$ cat src/rtl/reg_writeback_queue.sv
// reg_writeback_queue: result buffer between the execute units and register_file.
// Holds up to DEPTH pending writes, drains the head onto the regW* port one per
// cycle, and offers two bypass lookups over everything still queued.
module reg_writeback_queue #(
    parameter int unsigned DEPTH  = 4,
    parameter int unsigned DATA_W = 32,
    parameter int unsigned SEL_W  = 5
) (
    input  logic                      clk,
    input  logic                      reset,
    input  logic                      in_valid,
    output logic                      in_ready,
    input  logic [SEL_W-1:0]          in_sel,
    input  logic [DATA_W-1:0]         in_data,
    input  logic                      wb_hold,
    output logic [SEL_W-1:0]          regWSel,
    output logic [DATA_W-1:0]         regWData,
    output logic                      regWWe,
    input  logic [SEL_W-1:0]          rd1Sel,
    output logic                      byp1Hit,
    output logic [DATA_W-1:0]         byp1Data,
    input  logic [SEL_W-1:0]          rd2Sel,
    output logic                      byp2Hit,
    output logic [DATA_W-1:0]         byp2Data,
    output logic [$clog2(DEPTH):0]    count
);

    localparam int unsigned PTR_W = $clog2(DEPTH);
    localparam int unsigned CNT_W = PTR_W + 1;

    typedef struct packed {
        logic [SEL_W-1:0]  sel;
        logic [DATA_W-1:0] data;
    } entry_t;

    entry_t            mem [DEPTH];
    logic [PTR_W-1:0]  rd_ptr;
    logic [PTR_W-1:0]  wr_ptr;
    logic [CNT_W-1:0]  cnt;
    logic              not_empty;
    logic              push;
    logic              pop;
    entry_t            head;

    // Handshake, head presentation and push/pop decode.
    always_comb begin
        not_empty = (cnt != '0);
        in_ready  = (cnt != CNT_W'(DEPTH));
        head      = mem[rd_ptr];
        regWWe    = not_empty && !wb_hold;
        regWSel   = not_empty ? head.sel  : '0;
        regWData  = not_empty ? head.data : '0;
        // Writes to the zero register complete the handshake but are dropped.
        push      = in_valid && in_ready && (in_sel != '0);
        pop       = regWWe;
    end

    assign count = cnt;

    // Pointer and occupancy bookkeeping; count separates full from empty.
    always_ff @(posedge clk or posedge reset) begin
        if (reset) begin
            rd_ptr <= '0;
            wr_ptr <= '0;
            cnt    <= '0;
        end else begin
            if (push) begin
                wr_ptr <= wr_ptr + PTR_W'(1);
            end
            if (pop) begin
                rd_ptr <= rd_ptr + PTR_W'(1);
            end
            case ({push, pop})
                2'b10:   cnt <= cnt + CNT_W'(1);
                2'b01:   cnt <= cnt - CNT_W'(1);
                default: cnt <= cnt;
            endcase
        end
    end

    // Entry storage; validity is derived from count, so no reset is needed here.
    always_ff @(posedge clk) begin
        if (push) begin
            mem[wr_ptr] <= '{sel: in_sel, data: in_data};
        end
    end

    // Bypass search, oldest to newest so the newest match wins.
    always_comb begin
        logic [PTR_W-1:0] idx;
        entry_t           e;
        byp1Hit  = 1'b0;
        byp1Data = '0;
        byp2Hit  = 1'b0;
        byp2Data = '0;
        idx      = '0;
        e        = '0;
        for (int unsigned i = 0; i < DEPTH; i++) begin
            idx = rd_ptr + PTR_W'(i);
            e   = mem[idx];
            if (CNT_W'(i) < cnt) begin
                if ((rd1Sel != '0) && (e.sel == rd1Sel)) begin
                    byp1Hit  = 1'b1;
                    byp1Data = e.data;
                end
                if ((rd2Sel != '0) && (e.sel == rd2Sel)) begin
                    byp2Hit  = 1'b1;
                    byp2Data = e.data;
                end
            end
        end
    end

endmodule

$ cat config.mk
export PLATFORM = sky130hd
export DESIGN_NAME = reg_writeback_queue
export DESIGN_NICKNAME = d
export VERILOG_FILES = /design/src/rtl/reg_writeback_queue.sv
export SDC_FILE = /design/constraint.sdc
export NUM_CORES = 1
export LEC_CHECK = 0
export CORE_MARGIN = 5
export CORE_UTILIZATION = 55
export DETAILED_ROUTE_END_ITERATION = 6
export GPL_TIMING_DRIVEN = 0
export PLACE_DENSITY = 0.81
export RECOVER_POWER = 100
export SYNTH_ARGS = -nofsm -noshare
export SYNTH_HDL_FRONTEND = slang
export SYNTH_SLANG_ARGS = --single-unit
$ cat constraint.sdc
create_clock -name clk -period 8.7 [get_ports clk]
set_clock_uncertainty 0.2 [all_clocks]
set_input_delay 1.74 -clock clk [delete_from_list [all_inputs] [get_ports clk]]
set_output_delay 1.74 -clock clk [all_outputs]
set_load 0.03 [all_outputs]
Word-level counts from Yosys, hierarchy flattened
Memories as Yosys holds them, arrays and structs flattened.
Cells that the tools add are included.
Widths: inputs -> output; s select.
{ "op_classes": {"n_addsub": 6, "magnitude_cmp": 4, "eq_ne": 11, "muxes": 37, "reduce_logical": 17} }
{ "op_table": {"columns": ["op", "n"], "rows": [
  ["$mux 32", 17],
  ["$eq 5x5->1", 8],
  ["$mux 1", 18],
  ["$reduce_bool 5->1", 3],
  ["$logic_and 1x1->1", 11],
  ["$lt 1x3->1 const A", 2],
  ["$lt 2x3->1 const A", 2],
  ["$pmux 3 s2", 1],
  ["$mux 5", 1],
  ["$add 2x1->2 const B", 2],
  ["$add 2x2->2 const B", 2],
  ["$add 3x1->3 const B", 1],
  ["$ne 3x3->1 const B", 1],
  ["$reduce_bool 3->1", 1],
  ["$sub 3x1->3 const B", 1],
  ["$eq 2x1->1 const B", 1],
  ["$eq 2x2->1 const B", 1],
  ["$reduce_bool 2->1", 1],
  ["$logic_not 1->1", 1]
]} }
{ "totals": {"ff_bits": 7, "ramBits": 148, "in_bits": 51, "output_inout_bits": 108, "mem_count": 1} }
{ "mem_list": {"columns": ["name", "words", "word_bits", "read_ports", "rd_ports_with_merged_regs", "wr", "line", "source"], "rows": [
  ["mem", 4, 37, 4, 0, 1, "36", "entry_t mem [DEPTH];"]
]} }

Longest topological paths before layout
An unclocked memory read counts as a cell.
{ "depth": {"depth_word": 11, "ltp_mapped": 12, "ltp_nobuf": 10} }

Worst setup path before layout
No wires, ideal clock.
{ "synth_path": {"path_kind": "input to output", "start": "in rd1Sel[1]", "end": "out byp1Data[10]", "arrival_ps": 3957, "setup_slack_ps": 2803, "path_stages": 8, "n_path_buf": 2, "path_cell_list": "clkbuf_1 nor3_1 a211oi_2 o211ai_2 nor4_4 buf_6 a31oi_1 a211oi_1"} }
{ "synth_via": {"elab_chain_len": 10, "elab_cells_between_ends": 17, "cone_classes": "4 x eq/ne; 8 x mux; 5 x reduce/logical"} }
{ "synth_rtl": {"columns": ["item", "line", "source"], "rows": [
  ["from (decl)", "19", "input logic [SEL_W-1:0] rd1Sel,"],
  ["$eq 5x5->1 / $reduce_bool 5->1 (equally long branches)", "102", "if ((rd1Sel != '0) && (e.sel == rd1Sel)) begin"],
  ["$logic_and 1x1->1", "102", null],
  ["$mux 32", "102", null],
  ["$mux 32", "101", "if (CNT_W'(i) < cnt) begin"],
  ["$mux 32", "102", null],
  ["$mux 32", "101", null],
  ["$mux 32", "102", null],
  ["$mux 32", "101", null],
  ["$mux 32", "102", null],
  ["$mux 32 (*)", "101", null],
  ["to (decl)", "21", "output logic [DATA_W-1:0] byp1Data,"]
]} }
Every way passes the cells marked *; elsewhere a longest branch is shown, timed or not.

Worst setup path after layout
{ "layout_path": {"start": "in rd2Sel[0]", "end": "out byp2Data[20]"} }
{ "layout_via": {"elab_chain_len": 10, "elab_cells_between_ends": 17, "cone_classes": "4 x eq/ne; 8 x mux; 5 x reduce/logical"} }
{ "layout_rtl": {"columns": ["item", "line", "source"], "rows": [
  ["from (decl)", "22", "input logic [SEL_W-1:0] rd2Sel,"],
  ["$eq 5x5->1 / $reduce_bool 5->1 (equally long branches)", "106", "if ((rd2Sel != '0) && (e.sel == rd2Sel)) begin"],
  ["$logic_and 1x1->1", "106", null],
  ["$mux 32", "106", null],
  ["$mux 32", "101", null],
  ["$mux 32", "106", null],
  ["$mux 32", "101", null],
  ["$mux 32", "106", null],
  ["$mux 32", "101", null],
  ["$mux 32", "106", null],
  ["$mux 32 (*)", "101", null],
  ["to (decl)", "24", "output logic [DATA_W-1:0] byp2Data,"]
]} }
Marks and branches as above.

==> results.md <==
- The detailed-route DRC error count is 0.
- The placement-stage cell area is 13700 µm².
- After the first detailed-routing iteration, the DRC count stood at about 2000.
- The cts-stage hold buffer count is 0.
- The share of the synthesized area in compound gates (AO/OA/AOI/OAI) is 15.8%.
- Yosys mapped the design onto 48 distinct sky130hd cell types.
- Dividing total power by cell area gives a power density of between 400 and 500 nW/µm².
- The worst setup slack after layout is between 1 and 1.5 ns.
- After clock tree synthesis, the clock-pin slew on the worst setup and hold paths is 0.07 ns.
- The share of flip-flops with an asynchronous set or reset after synthesis is ~4.5%.
- Of all nets on the critical path, the largest fanout is 10.
- The slowest stage of the critical path belongs to the cell sky130_fd_sc_hd__a211oi_1.
- The congestion estimate from routability-driven global placement came to 1.01.
- The final reports fail on capacitance limit, slew limit.
- The horizontal die dimension is 156 µm.
- The number of synthesized flops with an enable pin is 148.
- The clock passes through at most 2 buffers.
- The final number of hold-violating endpoints is 0.
- The cell at the root of the clock tree is sky130_fd_sc_hd__clkbuf_16.
- The shortest period the worst path allows is 7.34 ns.
- For this configuration, the core starts out at a cell density of between 50 and 60%.
- The number of antenna diodes in the final layout is 0.
- Port buffering added between 100 and 150 buffers.
- In this run the static leakage power is 4.98 nW.
- The sequential share of the synthesized area is 39.1%.
- The max-slew violation total from the final report is 84.
- Summing internal, switching and leakage power gives 5.92 mW.
- The most used flip-flop cell after synthesis is sky130_fd_sc_hd__edfxtp_1.
- Yosys attributes the largest share of cell area to sky130_fd_sc_hd__edfxtp_1, sky130_fd_sc_hd__a21oi_1, sky130_fd_sc_hd__mux2i_1.
- The min-delay analysis places its worst path in the category reg -> reg.
- The max-capacitance violation count is 4.
- The final antenna-violating net count is 0.
- The number of buffers added by the clock tree synthesis step is 17.
- Setup repair after global routing left no endpoint under its margin.
- In this run the critical register-to-register path is captured at mem[1][17].
- The worst slack on hold paths is between 0.4 and 0.5 ns.
- The die height is 156 µm.
- Entering global routing, the biggest net connects 22 pins.
- The synthesized netlist devotes 3.26% of its cell area to XOR and XNOR gates.
- For this run, the total global-route usage over all layers was measured as 35.4%.
- The post-synth net total is between 1000 and 1500.
- The average footprint of a synthesized cell is between 9 and 10 µm².
- The portion of netlist area occupied by mux cells is 14.5%.
- Synthesis handed over a netlist of roughly 1200 instances.
- The first-pass GRT wire length is between 60000 and 70000 µm.
- The setup slack on the worst flop-to-flop path is 4.09 ns.
- The nature of the critical path startpoint is an input pin.
- The number of cells on the worst reg-to-reg path is 7.
- The initial antenna violation count is 1.
- The die covers 24500 µm².
- The arrival time at the worst endpoint is about 5.4 ns.
- The hold path startpoint is count[1].
- The required time of the worst setup path is 6.76 ns.
- The number of global-route vias before repair is 11490.
- On the worst path, the slowest cell contributes a delay of 1.11 ns.
- The share of the synthesized area in the top cell type is between 30% and 40%.
- The post-synthesis adder-cell area fraction is less than 1%.
- In the routed layout, each cell is associated on average with a via count of just under 7.
- The number of H-tree levels is 4.
- TritonCTS built the clock tree.
- Clock latency on the worst-skew pair, taken at its later pin, is about 0.44 ns.
- The worst vdd rail ir drop is 0.292 mV.
- The launch instance of the worst register-to-register path is count[0].
- The number of I/O pins is roughly 160.
- The count of synthesis-stage warnings from yosys is 0.
- The tree built by TritonCTS fans out to 155 sinks.
- After synthesis the cells add up to about 12000 µm².
- The count of vias placed by the detailed router is around 12000.
- The number of gates given a new drive strength after cts is 0.
- The half-perimeter wire length of the detailed placement result is about 31000 µm.
- The finished layout cell area is around 14000 µm².
- Of all cell types, the one taking the most synthesized area is sky130_fd_sc_hd__edfxtp_1.
- The aggregate routed wire length is 43800 µm.
- The floorplan has 53 rows.
- The fmax is approximately 0.14 GHz.
- The critical path in this run is classified as in -> out.
- The area growth from synthesis to layout is 20.4%.
- By area, the combinational part of the netlist is dominated by simple AND/OR/NAND/NOR gates.
- For this run, the post-layout net count is ~1500.
- The first detailed-routing pass took 7 iterations.
- The area of the placeable core is approximately 21000 µm².
- For the final routed database, the setup TNS stands at 0 ns.
- The synthesized netlist devotes 21.0% of its cell area to simple gates.
- Once the clock tree was built, the setup fixing pass inserted 0 buffers.
- The hold-critical path depth is 2.
- The overall overflow remaining after global route is 0.
- Dividing the final minimum period by the clock period gives 84.3%.
- The transition time of the tightest slew-check pin is ~1.8 ns.
- In the final routed layout, each cell accounts on average for between 20 and 30 µm.
- The fraction of final layout cells with drive strength greater than 1 is about a tenth.
- The number of endpoints failing setup at the final stage is 0.
- Traced cell by cell, the critical path runs through clkbuf_1 -> nor4_1 -> a211oi_1 -> a21oi_1 -> a211oi_1 -> clkbuf_1 -> nand4b_1 -> a21oi_1 -> dlygate4sd3_1.
- The terminating pin of the worst hold path is count[1].
- The worst setup path is captured at an output pin.
- Measured against its own limit, the worst slew margin works out to -21.0%.
- Before CTS, the worst setup slack after placement is approximately 1.7 ns.
- The flow ran to the end, but the final reports show violations.
- The number of synthesized register bits is between 150 and 200.
area by class of cell:
class	instances	area (µm²)
Buffer	125	591
Clock buffer	18	429
Clock inverter	13	141
Fill cell	1705	6880
Inverter	9	33.8
Multi-Input combinational cell	941	6550
Sequential cell	155	4620
Tap cell	275	344
Timing Repair Buffer	152	1500
kinds of logic (layout without fill, tap and decap cells):
logic type,count (synthesis),in the layout
flip-flops,155,155
buffers and inverters,134,317
XOR/XNOR,44,44
AND/OR/NAND/NOR,445,445
adder cells (fa/ha/maj),9,9
multiplexers,141,141
AO/OA/AOI/OAI,302,302
worst max path at each step:
stage	from	to	cells after the start
final	rd2Sel[0]	byp2Data[20]	9
after floorplan	rd1Sel[1]	byp1Data[10]	8
after detailed placement	rd1Sel[1]	byp1Data[15]	8
after global placement	rd1Sel[1]	byp1Data[15]	8
after CTS	rd1Sel[1]	byp1Data[15]	8
after global routing	rd2Sel[0]	byp2Data[21]	9
synthesized netlist by cell type (2+ instances only):
master,number
sky130_fd_sc_hd__xnor2_1,34
sky130_fd_sc_hd__or3_1,17
sky130_fd_sc_hd__or2_2,2
sky130_fd_sc_hd__and2_1,39
sky130_fd_sc_hd__nor4b_1,2
sky130_fd_sc_hd__mux4_2,18
sky130_fd_sc_hd__nand4b_1,32
sky130_fd_sc_hd__or4b_1,2
sky130_fd_sc_hd__and3_1,17
sky130_fd_sc_hd__mux2_2,50
sky130_fd_sc_hd__o31ai_1,32
sky130_fd_sc_hd__a21oi_1,148
sky130_fd_sc_hd__a211oi_2,8
sky130_fd_sc_hd__nor2b_1,54
sky130_fd_sc_hd__mux2i_1,72
sky130_fd_sc_hd__inv_1,9
sky130_fd_sc_hd__buf_6,9
sky130_fd_sc_hd__buf_4,8
sky130_fd_sc_hd__ha_1,9
sky130_fd_sc_hd__edfxtp_1,148
sky130_fd_sc_hd__nor2_1,107
sky130_fd_sc_hd__nor3_1,81
sky130_fd_sc_hd__nand3_1,22
sky130_fd_sc_hd__a211oi_1,57
sky130_fd_sc_hd__buf_2,21
sky130_fd_sc_hd__xor2_1,10
sky130_fd_sc_hd__a31oi_1,31
sky130_fd_sc_hd__dfrtp_1,7
sky130_fd_sc_hd__nand4_1,5
sky130_fd_sc_hd__nand2_1,28
sky130_fd_sc_hd__clkbuf_1,81
sky130_fd_sc_hd__o21ai_0,18
sky130_fd_sc_hd__nor3b_1,32
sky130_fd_sc_hd__buf_1,6
critical path: cells and delay by family:
family                 cells  cell delay, ns
AOI/OAI and AO/OA          4            1.70
buffers and inverters      3            1.60
and+or+nand+nor            2            0.34
through the flow:
| stage | std cells | util, % |
|---|---|---|
| detailed placement | 1657 | 65.0 |
| global route | 1688 | 67.4 |
| global placement | 1653 | 64.6 |
| CTS | 1688 | 67.7 |
| finish | 1688 | 67.4 |
| floorplan | 1230 | - |
report_power, final:
part / switching (mW) / total [mW] / internal (mW)
Sequential: 0.0821 / 1.08 / 0.993
Combinational: 2.74 / 4.09 / 1.36
Clock: 0.331 / 0.754 / 0.423
Total: 3.15 / 5.92 / 2.77
flip-flops by register name (all words and copies together), names as in the netlist:
signal  count
count       3
mem       148
rd_ptr      2
wr_ptr      2
cells in the final DEF (no fill, tap or decap), types with 34 or more instances in the layout:
cell type	count
sky130_fd_sc_hd__mux2_2	50
sky130_fd_sc_hd__dlygate4sd3_1	145
sky130_fd_sc_hd__a21oi_1	148
sky130_fd_sc_hd__a211oi_1	58
sky130_fd_sc_hd__clkbuf_1	88
sky130_fd_sc_hd__mux2i_1	72
sky130_fd_sc_hd__nor2_1	107
sky130_fd_sc_hd__and2_1	35
sky130_fd_sc_hd__xnor2_1	34
sky130_fd_sc_hd__edfxtp_1	148
sky130_fd_sc_hd__nor3_1	81
sky130_fd_sc_hd__nor2b_1	54
per-layer routing:
metal | vias up | global-route usage [%] | routed length, µm | part of all wire (%)
met5 | - | 0 | 13 | 0.030
met4 | 2 | 17.8 | 2380 | 5.4
met3 | 232 | 11.3 | 6450 | 15
met2 | 1070 | 52.6 | 18700 | 43
met1 | 5356 | 46.7 | 16300 | 37
li1 | 4979 | - | - | -
(Power assumes the default switching activity.)
